### src/rtl/ccc_reconfig_pkg.sv
// Shared types and widths for the CCC dynamic-configuration APB initiator.
package ccc_reconfig_pkg;

    localparam int unsigned ADDR_W = 6;
    localparam int unsigned DATA_W = 8;

    typedef enum logic [1:0] {
        OP_READ   = 2'b00,
        OP_WRITE  = 2'b01,
        OP_RELOCK = 2'b10,
        OP_RSVD   = 2'b11
    } cmd_op_e;

    typedef enum logic [2:0] {
        IDLE,
        WAIT_BUSY,
        SETUP,
        ACCESS,
        RESP,
        ARST,
        WAIT_LOCK
    } state_e;

    // Larger of two unsigned values, used to size the shared counter.
    function automatic int unsigned max_u(input int unsigned a, input int unsigned b);
        return (a > b) ? a : b;
    endfunction

endpackage

### src/rtl/ccc_lock_filter.sv
// LOCK synchronizer plus consecutive-high filter producing a qualified lock_ok.
// hit_c is high on the cycle whose edge will raise (or keep) lock_ok.
module ccc_lock_filter #(
    parameter int unsigned LOCK_FILTER = 64
) (
    input  logic PCLK,
    input  logic PRESET_N,
    input  logic LOCK,
    input  logic clr,
    output logic lock_ok,
    output logic hit_c
);

    localparam int unsigned FW = $clog2(LOCK_FILTER + 1);

    logic          lock_meta;
    logic          lock_s;
    logic [FW-1:0] cnt;
    logic [FW-1:0] cnt_next;

    // Saturating run length of synchronized LOCK; any low cycle or a clear restarts it.
    always_comb begin
        cnt_next = cnt;
        if (clr || !lock_s) begin
            cnt_next = '0;
        end else if (cnt < FW'(LOCK_FILTER)) begin
            cnt_next = cnt + FW'(1);
        end
    end

    assign hit_c = (cnt_next == FW'(LOCK_FILTER));

    // Two-flop synchronizer, run counter and registered lock status.
    always_ff @(posedge PCLK) begin
        if (!PRESET_N) begin
            lock_meta <= 1'b0;
            lock_s    <= 1'b0;
            cnt       <= '0;
            lock_ok   <= 1'b0;
        end else begin
            lock_meta <= LOCK;
            lock_s    <= lock_meta;
            cnt       <= cnt_next;
            lock_ok   <= hit_c;
        end
    end

endmodule

### src/rtl/ccc_apb_reconfig.sv
// APB initiator for the SF2 CCC dynamic-configuration port with PLL relock
// sequencing and lock supervision.
// Optional: define CCC_LOCK_LOSS_IRQ_EN to add a sticky lock-loss interrupt.
module ccc_apb_reconfig
    import ccc_reconfig_pkg::*;
#(
    parameter int unsigned ARST_CYCLES  = 16,
    parameter int unsigned LOCK_FILTER  = 64,
    parameter int unsigned LOCK_TIMEOUT = 65535,
    parameter int unsigned BUSY_TIMEOUT = 255
) (
    input  logic              PCLK,
    input  logic              PRESET_N,
`ifdef CCC_LOCK_LOSS_IRQ_EN
    output logic              lock_lost_irq,
    input  logic              lock_lost_clr,
`endif
    input  logic              cmd_valid,
    output logic              cmd_ready,
    input  logic [1:0]        cmd_op,
    input  logic [ADDR_W-1:0] cmd_addr,
    input  logic [DATA_W-1:0] cmd_wdata,
    output logic              rsp_valid,
    output logic [DATA_W-1:0] rsp_rdata,
    output logic              rsp_err,
    output logic              PSEL,
    output logic              PENABLE,
    output logic              PWRITE,
    output logic [ADDR_W-1:0] PADDR,
    output logic [DATA_W-1:0] PWDATA,
    input  logic [DATA_W-1:0] PRDATA,
    input  logic              BUSY,
    input  logic              LOCK,
    output logic              PLL_ARST_N,
    output logic              lock_ok
);

    localparam int unsigned MAXP = max_u(max_u(ARST_CYCLES, LOCK_FILTER),
                                         max_u(LOCK_TIMEOUT, BUSY_TIMEOUT));
    localparam int unsigned CW   = $clog2(MAXP) + 1;

    state_e            state;
    cmd_op_e           op_q;
    logic [ADDR_W-1:0] addr_q;
    logic [DATA_W-1:0] wdata_q;
    logic [CW-1:0]     cnt;
    logic [CW-1:0]     cnt_inc;
    logic              filt_clr_c;
    logic              lock_hit_c;

    assign cnt_inc = cnt + CW'(1);

    // Hold the filter clear from the relock accept edge through the whole reset phase.
    assign filt_clr_c = (state == ARST) ||
                        ((state == IDLE) && cmd_valid && (cmd_op == OP_RELOCK));

    ccc_lock_filter #(
        .LOCK_FILTER (LOCK_FILTER)
    ) u_lock_filter (
        .PCLK     (PCLK),
        .PRESET_N (PRESET_N),
        .LOCK     (LOCK),
        .clr      (filt_clr_c),
        .lock_ok  (lock_ok),
        .hit_c    (lock_hit_c)
    );

    // Command FSM; every output is registered and set on the edge entering the state that owns it.
    always_ff @(posedge PCLK) begin
        if (!PRESET_N) begin
            state      <= IDLE;
            op_q       <= OP_READ;
            addr_q     <= '0;
            wdata_q    <= '0;
            cnt        <= '0;
            cmd_ready  <= 1'b1;
            rsp_valid  <= 1'b0;
            rsp_err    <= 1'b0;
            rsp_rdata  <= '0;
            PSEL       <= 1'b0;
            PENABLE    <= 1'b0;
            PWRITE     <= 1'b0;
            PADDR      <= '0;
            PWDATA     <= '0;
            PLL_ARST_N <= 1'b1;
        end else begin
            rsp_valid <= 1'b0;
            rsp_err   <= 1'b0;
            case (state)
                IDLE: begin
                    if (cmd_valid) begin
                        op_q      <= cmd_op_e'(cmd_op);
                        addr_q    <= cmd_addr;
                        wdata_q   <= cmd_wdata;
                        cnt       <= '0;
                        cmd_ready <= 1'b0;
                        rsp_rdata <= '0;
                        case (cmd_op_e'(cmd_op))
                            OP_READ, OP_WRITE: state <= WAIT_BUSY;
                            OP_RELOCK: begin
                                state      <= ARST;
                                PLL_ARST_N <= 1'b0;
                            end
                            default: begin
                                state     <= RESP;
                                rsp_valid <= 1'b1;
                                rsp_err   <= 1'b1;
                            end
                        endcase
                    end
                end
                WAIT_BUSY: begin
                    if (!BUSY) begin
                        state   <= SETUP;
                        cnt     <= '0;
                        PSEL    <= 1'b1;
                        PENABLE <= 1'b0;
                        PWRITE  <= (op_q == OP_WRITE);
                        PADDR   <= addr_q;
                        PWDATA  <= wdata_q;
                    end else if (cnt_inc >= CW'(BUSY_TIMEOUT)) begin
                        state     <= RESP;
                        cnt       <= '0;
                        rsp_valid <= 1'b1;
                        rsp_err   <= 1'b1;
                    end else begin
                        cnt <= cnt_inc;
                    end
                end
                SETUP: begin
                    state   <= ACCESS;
                    cnt     <= '0;
                    PENABLE <= 1'b1;
                end
                ACCESS: begin
                    // No PREADY on the CCC: the access phase is always a single cycle.
                    state     <= RESP;
                    cnt       <= '0;
                    PSEL      <= 1'b0;
                    PENABLE   <= 1'b0;
                    rsp_valid <= 1'b1;
                    if (op_q == OP_READ) begin
                        rsp_rdata <= PRDATA;
                    end
                end
                RESP: begin
                    state     <= IDLE;
                    cnt       <= '0;
                    cmd_ready <= 1'b1;
                end
                ARST: begin
                    if (cnt_inc >= CW'(ARST_CYCLES)) begin
                        state      <= WAIT_LOCK;
                        cnt        <= '0;
                        PLL_ARST_N <= 1'b1;
                    end else begin
                        cnt <= cnt_inc;
                    end
                end
                WAIT_LOCK: begin
                    // A filtered lock on the timeout cycle still counts as success.
                    if (lock_hit_c) begin
                        state     <= IDLE;
                        cnt       <= '0;
                        cmd_ready <= 1'b1;
                        rsp_valid <= 1'b1;
                    end else if (cnt_inc >= CW'(LOCK_TIMEOUT)) begin
                        state     <= IDLE;
                        cnt       <= '0;
                        cmd_ready <= 1'b1;
                        rsp_valid <= 1'b1;
                        rsp_err   <= 1'b1;
                    end else begin
                        cnt <= cnt_inc;
                    end
                end
                default: begin
                    state     <= IDLE;
                    cnt       <= '0;
                    cmd_ready <= 1'b1;
                end
            endcase
        end
    end

`ifdef CCC_LOCK_LOSS_IRQ_EN
    logic lock_ok_d;
    logic lock_fall_c;

    // Only unexpected losses count; the relock sequence drops lock_ok on purpose.
    assign lock_fall_c = lock_ok_d && !lock_ok && (state != ARST) && (state != WAIT_LOCK);

    // Sticky lock-loss flag; a new loss beats a simultaneous clear.
    always_ff @(posedge PCLK) begin
        if (!PRESET_N) begin
            lock_ok_d     <= 1'b0;
            lock_lost_irq <= 1'b0;
        end else begin
            lock_ok_d <= lock_ok;
            if (lock_fall_c) begin
                lock_lost_irq <= 1'b1;
            end else if (lock_lost_clr) begin
                lock_lost_irq <= 1'b0;
            end
        end
    end
`endif

endmodule

### config.mk
export PLATFORM = sky130hd
export DESIGN_NAME = ccc_apb_reconfig
export DESIGN_NICKNAME = d
export VERILOG_FILES = /design/src/rtl/ccc_reconfig_pkg.sv /design/src/rtl/ccc_lock_filter.sv /design/src/rtl/ccc_apb_reconfig.sv
export SDC_FILE = /design/constraint.sdc
export NUM_CORES = 1
export LEC_CHECK = 0
export BUFFER_PORTS_ARGS = -buffer_cell sky130_fd_sc_hd__buf_4
export CAP_MARGIN = 20
export CELL_PAD_IN_SITES_DETAIL_PLACEMENT = 1
export CELL_PAD_IN_SITES_GLOBAL_PLACEMENT = 2
export CORE_ASPECT_RATIO = 2
export CORE_MARGIN = 5
export CORE_UTILIZATION = 33
export DETAILED_ROUTE_END_ITERATION = 16
export PLACE_DENSITY_LB_ADDON = 0.2
export SYNTH_ARGS = -nofsm -noshare
export SYNTH_HDL_FRONTEND = slang
export SYNTH_SLANG_ARGS = --single-unit
### constraint.sdc
create_clock -name PCLK -period 3.8 [get_ports PCLK]
set_clock_uncertainty 0.1 [all_clocks]
set_input_delay 0.38 -clock PCLK [delete_from_list [all_inputs] [get_ports PCLK]]
set_output_delay 0.38 -clock PCLK [all_outputs]
set_load 0.01 [all_outputs]
==> results of run 1 <==
[cell families (layout without fill, tap and decap cells)]
kind of cell | after synthesis | in the layout
flops | 75 | 75
xor+xnor | 18 | 18
buf+inv | 39 | 92
compound gates | 102 | 102
fa+ha+maj | 3 | 3
simple gates | 212 | 212
mux | 6 | 6
[layout make-up]
cell class / instances / area, µm²
multi-input cells: 341 / 1980
flip-flops and latches: 75 / 1500
inverters: 10 / 37.5
clock buffers: 11 / 253
fillers: 1361 / 6450
clock inverters: 5 / 58.8
well taps: 140 / 175
repair buffers: 66 / 495
[per-stage QoR]
| stage | total power, W | area, µm² | std cells | worst slack (ns) |
|---|---|---|---|---|
| floorplan | 0.00109 | 3670 | 455 | 1.07 |
| detailed placement | 0.00122 | 4190 | 632 | 0.356 |
| global route | 0.00219 | 4500 | 648 | 0.0697 |
| CTS | 0.00212 | 4500 | 648 | 0.331 |
| global placement | 0.00121 | 4190 | 632 | 0.501 |
| finish | 0.00208 | 4500 | 648 | 0.352 |
[synth_stat cells (3+ instances only)]
cell	number	share of area (%)
buf_2	4	0.55
a22oi_1	5	1.0
xnor2_1	6	1.4
clkbuf_1	18	1.8
and3_1	4	0.68
ha_1	3	1.0
a21oi_1	54	7.4
inv_1	9	0.92
o21ai_0	16	2.2
dfxtp_1	75	41
xor2_1	12	2.9
nand3_1	23	3.1
nor3_1	8	1.1
mux2i_1	6	1.6
nor2_1	32	3.3
nand4_1	9	1.5
and2_1	5	0.85
buf_6	5	1.5
nor4_1	4	0.68
nand2_1	98	10
nor2b_1	3	0.51
[worst max path at each step]
stage | start | endpoint | slack [ns] | depth (start not counted)
2_1_floorplan | cnt[0]$_SDFFE_PN0P_ | cnt[14]$_SDFFE_PN0P_ | 1.07 | 10
3_3_place_gp | cnt[0]$_SDFFE_PN0P_ | cnt[10]$_SDFFE_PN0P_ | 0.50 | 9
3_5_place_dp | cnt[0]$_SDFFE_PN0P_ | cnt[10]$_SDFFE_PN0P_ | 0.36 | 9
4_1_cts | cnt[0]$_SDFFE_PN0P_ | cnt[10]$_SDFFE_PN0P_ | 0.33 | 9
5_1_grt | cnt[0]$_SDFFE_PN0P_ | cnt[10]$_SDFFE_PN0P_ | 0.07 | 9
6_report | cnt[0]$_SDFFE_PN0P_ | cnt[10]$_SDFFE_PN0P_ | 0.35 | 9
[power by group through the flow]
stage | clock, W | combinational (W) | sequential (W)
final | 0.000881 | 0.000328 | 0.000871
after global routing | 0.000942 | 0.000367 | 0.000877
after CTS | 0.000911 | 0.000335 | 0.000871
after detailed placement | 0 | 0.000334 | 0.000888
after global placement | 0 | 0.000327 | 0.000885
after floorplan | 0 | 0.000206 | 0.000885
[metal layers]
metal | GRT usage, % | vias to the layer above | wire length (µm)
met5 | 0 | - | 0
met4 | 6.56 | 0 | 290
met3 | 3.78 | 15 | 310
met2 | 33.9 | 43 | 6530
met1 | 15.5 | 1640 | 3940
li1 | - | 1676 | -
[worst max-delay path: cells and delay by family (launching register included)]
kind | cells | cell delay, ns
compound gates | 3 | 1.05
xor+xnor | 1 | 0.22
fa+ha+maj | 1 | 0.35
flops | 1 | 0.45
simple gates | 4 | 1.17
[state kept, by name, summed over array words and instances (netlist names), 2 cells and up]
signal             count
op_q                   2
state                  3
PADDR                  6
u_lock_filter.cnt      7
wdata_q                8
addr_q                 6
rsp_rdata              8
PWDATA                 8
cnt                   17
==> flow_summary.yaml, run 1 <==
final_layout:
  layout_commonest_cell: "nand2_1"
  utilization_pct: 41.1
  layout_common_cells: "nand2_1 (98), dfxtp_1 (75), buf_4 (66), a21oi_1 (54), nor2_1 (32)"
  area.growth.synth_to_final_pct: 22.5
  antennaDiodeCount: 0
  drive_gt1_share_pct: 20.7
  finalNetCount: 535
logic_synthesis:
  syn_area_per_cell_um2: 8.07
  synth_cell_types: 67
  synthCells: 455
  synth_ff_type: "dfxtp_1"
  synth_fa_ha_area_share_pct: 1.02
  synth_top_family_by_area: "simple AND/OR/NAND/NOR gates"
  synth_warnings: 0
  synth-edff-count: 0
  synth_area_mm2: 0.00367
  synth-seq-cells: 75
  synth_nets: 487
  synthSimpleGateAreaFrac_pct: 29.1
  synth_mux_area_share_pct: 1.64
  yosysSeqAreaShare_pct: 40.9
  synth-compound-area-share_pct: 17.6
  synth-async-reset-ratio_pct: 0
  synth_xor_xnor_area_share_pct: 4.29
critical_path:
  worst_ep_arrival_time_ns: 3.59
  cp_data_required_time_ns: 3.95
  crit_slowest_cell: "o21ai_2"
  reg2reg_to: "cnt[10]$_SDFFE_PN0P_"
  cp_max_fo: 15
  critPathCaptureType: "flop"
  max_stage_delay_ns: 0.61
  start_kind: "flop"
  path_cells: "ha_1 > nand4_1 > nor4_4 > nand3_1 > xor2_1 > o211ai_2 > o21ai_2 > nand2_1 > o311ai_2"
  r2r_setup_slack_ns: 0.35
  rr_worst_depth: 9
  r2r-start: "cnt[0]$_SDFFE_PN0P_"
  path_class: "flop to flop"
power_and_ir_drop:
  switching_share_pct: 28.0
  combPwrFrac_pct: 15.8
  pwr-share-seq_pct: 41.9
  ir_worst_vdd_mv: 0.266
  power_switching_w: 0.000581
  clkPwrFrac_pct: 42.4
  internal_power_w: 0.00150
  p_leak_nw: 1.76
  power_density_mw_per_mm2: 463
min_path:
  hold_depth: 2
  hp-start: "LOCK"
  hold_path.class: "input port to flop"
  hold_path_end: "u_lock_filter.lock_meta$_SDFF_PN0_"
cts:
  cts_root_buf: "clkbuf_16"
  htreeDepth: 3
  clkTransAtPathRegs_ns: 0.06
  postCtsSetupRepairBufs: 0
  cts_tree: "built"
  insertion_delay_ns: 0.34
  cts_buffer_depth: 2
  ctsHoldBuffers: 0
  numCtsBuffers: 9
  post_cts_resized: 0
  clkSinkCount: 75
sta:
  final_hold_viol_count: 0
  post-route-period-util_pct: 90.7
  drv_slew: 0
  finalCriticalPeriod_ns: 3.45
  holdWs_ns: 0.154
  slew_headroom_pct: 31.9
  finalSetupViolCount: 0
  rsz0062_at_grt: "no"
  tightest_slew_ns: 1.01
  setup_tns_ns: 0
  max_freq_ghz: 0.290
die:
  row_count: 54
  core-area_mm2: 0.0109
  die_height_um: 159
  initial_core_util_pct: 33.6
  ioPinCount: 59
  die_w_um: 84.6
  die-area_mm2: 0.0135
global_route:
  grt_pass1_wl_mm: 18.1
  grt_pass1_vias: 3670
  grt_usage_pct: 16.8
  grt_overflow: 0
  grt_max_degree: 36
  antenna_found_initial: 0
place:
  gp_congestion: 0.862
  io_buffers: 58
  dp_hpwl_mm: 8.45
routing:
  routedWlPerCell_um: 17.1
  firstDrtPassIters: 4
  drt_drc_violations_left: 0
  viasPerCell: 5.21
  vias: 3374
  wl_mm: 11.1
  final_antenna_net_count: 0
  drt_iter0_markers: 107
status:
  status: "completed"
job:
  maxCapViolCount: 0
No activity file was read; power rests on OpenSTA's default activity.
==> run 2, diff against run 1 <==
Settings changed: BUFFER_PORTS_ARGS -buffer_cell sky130_fd_sc_hd__buf_4 to unset, CORE_MARGIN 5 to 1.5, CORE_UTILIZATION 33 to 37, DONT_BUFFER_PORTS set to 1, SYNTH_HIERARCHICAL set to 1.
==> run 2 against run 1 <==
Hold slack worse by 0.11 ns. Via count is 3.9% lower. Synthesized cell count up 2.9%. Critical path type unchanged. Largest power group unchanged.
==> flow_summary.yaml, run 2 <==
die:
  die_w_um: 74.5
  die_height_um: 146
  row_count: 52
  core-area_mm2: 0.0100
  ioPinCount: 59
  die-area_mm2: 0.0109
  initial_core_util_pct: 37.8
cts:
  numCtsBuffers: 9
  htreeDepth: 3
  cts_tree: "built"
  post_cts_resized: 0
  cts_root_buf: "clkbuf_16"
  ctsHoldBuffers: 0
  insertion_delay_ns: 0.33
  clkTransAtPathRegs_ns: 0.06
  clkSinkCount: 75
  postCtsSetupRepairBufs: 0
  cts_buffer_depth: 2
status:
  status: "completed"
critical_path:
  crit_top_cell: "o31a_1"
  worst_path_dominant_cell_family: "simple AND/OR/NAND/NOR gates"
  path_buf_inv: 0
  path_cells: "ha_1 > nand4_4 > or2_0 > o31a_1 > or4b_4 > nor4_1 > nor2b_1 > o31a_1"
  path_class: "flop to flop"
  worst_ep_arrival_time_ns: 3.38
  cp_data_required_time_ns: 3.92
  cp_max_fo: 10
  start_kind: "flop"
  critPathCaptureType: "flop"
  crit_slowest_cell: "or4b_4"
  max_stage_delay_ns: 0.57
global_route:
  grt_pass1_wl_mm: 16.6
  grt_usage_pct: 20.0
  grt_pass1_vias: 3339
  antenna_found_initial: 0
  grt_max_degree: 65
  grt_overflow: 0
logic_synthesis:
  synth_ff_type: "dfxtp_1"
  yosysSeqAreaShare_pct: 39.7
  synth_top_cell_by_area: "dfxtp_1"
  synth.top_cell.area_share_pct: 39.7
  synth_warnings: 6
  yosysMostFrequentCell: "nand2_1"
  synth_common_cells: "nand2_1 (110), dfxtp_1 (75), a21boi_0 (42)"
  synth_area_mm2: 0.00378
  synth-edff-count: 0
  synth-seq-cells: 75
  synthCells: 468
  netlist_top_cells_area: "dfxtp_1 (40%), nand2_1 (11%), a21boi_0 (8.3%)"
  synth_cell_types: 60
  synth_nets: 500
  syn_area_per_cell_um2: 8.09
  synth-async-reset-ratio_pct: 0
routing:
  routedWlPerCell_um: 17.5
  viasPerCell: 5.48
  final_antenna_net_count: 0
  drt_drc_violations_left: 0
  vias: 3244
  wl_mm: 10.4
  drt_iter0_markers: 59
  firstDrtPassIters: 4
sta:
  finalSetupViolCount: 0
  rsz0062_at_grt: "no"
  slew_headroom_pct: 47.9
  tightest_slew_ns: 0.778
  holdWs_ns: 0.0418
  max_freq_ghz: 0.307
  final_hold_viol_count: 0
  post-route-period-util_pct: 85.7
  finalCriticalPeriod_ns: 3.26
  setup_tns_ns: 0
  drv_slew: 0
final_layout:
  layout_common_cells: "nand2_1 (110), dfxtp_1 (75), a21boi_0 (42), nor2_1 (25), nand3_1 (20)"
  regMostFlops: "cnt"
  antennaDiodeCount: 0
  largest_register_ffs: 17
  drive_gt1_share_pct: 8.10
  area.growth.synth_to_final_pct: 10.3
  finalNetCount: 484
  layout_commonest_cell: "nand2_1"
power_and_ir_drop:
  power_density_mw_per_mm2: 508
  p_total_w: 0.00212
  ir_worst_vdd_mv: 0.191
  p_leak_nw: 1.50
place:
  dp_hpwl_mm: 7.83
  io_buffers: 0
  gp_congestion: 0.824
job:
  maxCapViolCount: 0
min_path:
  hold_path.class: "input port to flop"
run 2: changes by cell type in the layout (fill, tap and decap cells not counted), sizes merged, moves of 6 or more:
cell    delta
buf       -58
nand2     +12
a21oi     -48
a21boi    +42
xor2       -6
o221ai     +8
nor2       -7
run 2: cell type report:
type                    instances  area (µm²)
inverters                       9        33.8
repair buffers                  8        60.1
flip-flops and latches         75        1500
clock inverters                 6        87.6
clock buffers                  10         229
well taps                     135         169
fillers                      1229        5840
multi-input cells             349        2100
run 2: kinds of logic after synthesis:
logic type                 Yosys count  share of synthesized area [%]
and+or+nand+nor                    224                           29.9
AOI/OAI and AO/OA                  103                           19.8
DFF                                 75                           39.7
buffers and inverters               44                           5.09
xor gates and xnor gates            17                           3.93
adders and majority gates            3                          0.992
muxes                                2                          0.661
run 2: report_power, final:
group	internal, W	switching [W]
Clock	0.000576	0.000330
Sequential	0.000842	0.0000565
Combinational	0.000102	0.000213
Total	0.00152	0.000599
run 2: metrics by stage:
step	setup WS, ns	instance area, µm²	std cells	util [%]
detailed placement	0.555	3860	576	38.5
global route	0.233	4180	592	41.7
CTS	0.529	4180	592	41.7
floorplan	0.981	3780	468	-
global placement	0.655	3860	576	38.5
finish	0.542	4180	592	41.7
run 2: worst reg2reg max path: stages (launching register included):
cell and delay (ns):
dfxtp_1 0.50, ha_1 0.33, nand4_4 0.21, or2_0 0.29
o31a_1 0.31, or4b_4 0.57, nor4_1 0.51, nor2b_1 0.10
o31a_1 0.24
run 2: metal layers:
layer  track usage [%]  vias up  share of wire (%)
met5                 0        -                  0
met4              9.18        0                3.1
met3              4.07       19                3.0
met2              38.7       63                 58
met1              18.7     1563                 36
li1                  -     1599                  -
run 2: path summary, 6_finish.rpt:
check,from,end,slack (ns),cells after the start
setup / recovery,cnt[0]$_SDFFE_PN0P_,state[2]$_SDFFE_PN0P_,0.54,8
hold reg to reg,wdata_q[2]$_SDFFE_PN0P_,PWDATA[2]$_SDFFE_PN0P_,0.36,2
setup reg to reg,cnt[0]$_SDFFE_PN0P_,state[2]$_SDFFE_PN0P_,0.54,8
hold / removal,PRESET_N,cmd_ready$_SDFFE_PN1P_,0.04,1
==> run 3, diff against run 2 <==
Settings changed: BUFFER_PORTS_ARGS set to -buffer_cell sky130_fd_sc_hd__buf_4, CELL_PAD_IN_SITES_DETAIL_PLACEMENT 1 to unset, CELL_PAD_IN_SITES_GLOBAL_PLACEMENT 2 to unset, CORE_ASPECT_RATIO 2 to unset, CORE_UTILIZATION 37 to 57, DONT_BUFFER_PORTS 1 to unset.
==> run 3 against run 2 <==
Combinational power up 15%. Critical path depth up 1. Via count up 5.8%. Cell count down 0.17%. Non-clock buffer count up 58. Maximum frequency down 0.55%. Wire length down 19%. Hold slack better by 0.11 ns. Flip-flop and latch count unchanged. Power down 16%.
==> flow_summary.yaml, run 3 (synthesized netlist as in run 2, its figures left out) <==
global_route:
  grt_pass1_vias: 3149
  grt_max_degree: 65
  antenna_found_initial: 0
  grt_usage_pct: 24.3
  grt_pass1_wl_mm: 14.3
  grt_overflow: 0
critical_path:
  r2r-start: "cnt[0]$_SDFFE_PN0P_"
  rr_worst_depth: 9
  r2r_setup_slack_ns: 0.52
  worst_path_dominant_cell_family: "simple AND/OR/NAND/NOR gates"
  max_stage_delay_ns: 0.57
  cp_data_required_time_ns: 3.96
  reg2reg_to: "cnt[13]$_SDFFE_PN0P_"
  crit_slowest_cell: "or4b_4"
  start_kind: "flop"
  path_class: "flop to flop"
  endpoint: "cnt[13]$_SDFFE_PN0P_"
  worst_ep_arrival_time_ns: 3.44
  crit_cells: 9
  critPathCaptureType: "flop"
  cp_max_fo: 10
  crit_start: "cnt[0]$_SDFFE_PN0P_"
  path_buf_inv: 1
  path_cells: "ha_1 > nand4_4 > or2_0 > o31a_1 > or4b_4 > nor3_2 > buf_4 > o21ai_1 > o21ai_0"
place:
  io_buffers: 58
  place_area_mm2: 0.00422
  dp_hpwl_mm: 5.99
  pre_cts_slack_ns: 0.582
  gp_congestion: 0.929
cts:
  clkSinkCount: 75
  insertion_delay_ns: 0.34
  cts_root_buf: "clkbuf_8"
  cts_buffer_depth: 2
  ctsHoldBuffers: 0
  postCtsSetupRepairBufs: 0
  post_cts_resized: 0
  cts_tree: "built"
  numCtsBuffers: 9
  clkTransAtPathRegs_ns: 0.08
  htreeDepth: 3
die:
  die-area_mm2: 0.00714
  die_height_um: 84.5
  core-area_mm2: 0.00639
  row_count: 29
  die_w_um: 84.5
  initial_core_util_pct: 59.3
  ioPinCount: 59
sta:
  layout_setup_ws_ns: 0.524
  tightest_slew_ns: 0.644
  max_freq_ghz: 0.305
  finalSetupViolCount: 0
  final_hold_viol_count: 0
  drv_slew: 0
  finalCriticalPeriod_ns: 3.28
  rsz0062_at_grt: "no"
  slew_headroom_pct: 56.9
  setup_tns_ns: 0
  post-route-period-util_pct: 86.2
power_and_ir_drop:
  p_total_w: 0.00178
  internal_power_w: 0.00122
  power_switching_w: 0.000563
  clkPwrFrac_pct: 29.6
  switching_share_pct: 31.6
  pwr-share-seq_pct: 50.1
  ir_worst_vdd_mv: 0.353
  power_density_mw_per_mm2: 406
  p_leak_nw: 1.72
  combPwrFrac_pct: 20.3
final_layout:
  drive_gt1_share_pct: 18.3
  layout_common_cells: "nand2_1 (110), dfxtp_1 (75), buf_4 (66), a21boi_0 (42), nor2_1 (25)"
  largest_register_ffs: 17
  layout_commonest_cell: "nand2_1"
  regMostFlops: "cnt"
  finalInstanceArea_mm2: 0.00439
  antennaDiodeCount: 0
  area.growth.synth_to_final_pct: 15.9
  finalNetCount: 542
  n_fill_cell: 525
routing:
  wl_mm: 8.45
  drt_drc_violations_left: 0
  final_antenna_net_count: 0
  routedWlPerCell_um: 14.3
  drt_iter0_markers: 242
  vias: 3433
  viasPerCell: 5.81
  firstDrtPassIters: 4
job:
  maxCapViolCount: 0
min_path:
  hold_path.class: "input port to flop"
  hold_depth: 2
status:
  status: "completed"
-- run 3: final cells by class --
| cell class | count | area [µm²] | area share, % |
|---|---|---|---|
| clock buffers | 9 | 124 | 2.82 |
| repair buffers | 66 | 495 | 11.3 |
| inverters | 9 | 33.8 | 0.770 |
| well taps | 77 | 96.3 | 2.20 |
| clock inverters | 6 | 43.8 | 0.999 |
| flip-flops and latches | 75 | 1500 | 34.2 |
| multi-input cells | 349 | 2090 | 47.7 |
-- run 3: per-stage QoR --
step                std cells  util [%]  hold WS (ns)
floorplan                 468         -         0.312
global placement          576      66.0         0.346
detailed placement        576      66.0         0.347
CTS                       591      68.7         0.140
global route              591      68.7         0.137
finish                    591      68.7         0.148
-- run 3: power groups by stage --
stage	Combinational, W	Sequential [W]	Clock, W
floorplan	0.000245	0.000892	0
global placement	0.000353	0.000906	0
detailed placement	0.000358	0.000909	0
CTS	0.000359	0.000891	0.000542
global route	0.000404	0.000901	0.000578
finish	0.000361	0.000892	0.000528
-- run 3: worst min path at each step --
stage,end,start
floorplan,u_lock_filter/lock_s$_SDFF_PN0_,u_lock_filter/lock_meta$_SDFF_PN0_
detailed placement,u_lock_filter/lock_s$_SDFF_PN0_,u_lock_filter/lock_meta$_SDFF_PN0_
finish,u_lock_filter/lock_meta$_SDFF_PN0_,LOCK
global placement,u_lock_filter/lock_s$_SDFF_PN0_,u_lock_filter/lock_meta$_SDFF_PN0_
CTS,u_lock_filter/lock_meta$_SDFF_PN0_,LOCK
global route,u_lock_filter/lock_meta$_SDFF_PN0_,LOCK
-- run 3: routing by layer --
layer	global-route usage (%)	routed length, µm	up-vias
li1	-	-	1714
met5	0	0	-
met1	31.8	3850	1599
met3	7.08	551	12
met4	7.48	101	0
met2	38.8	3950	108
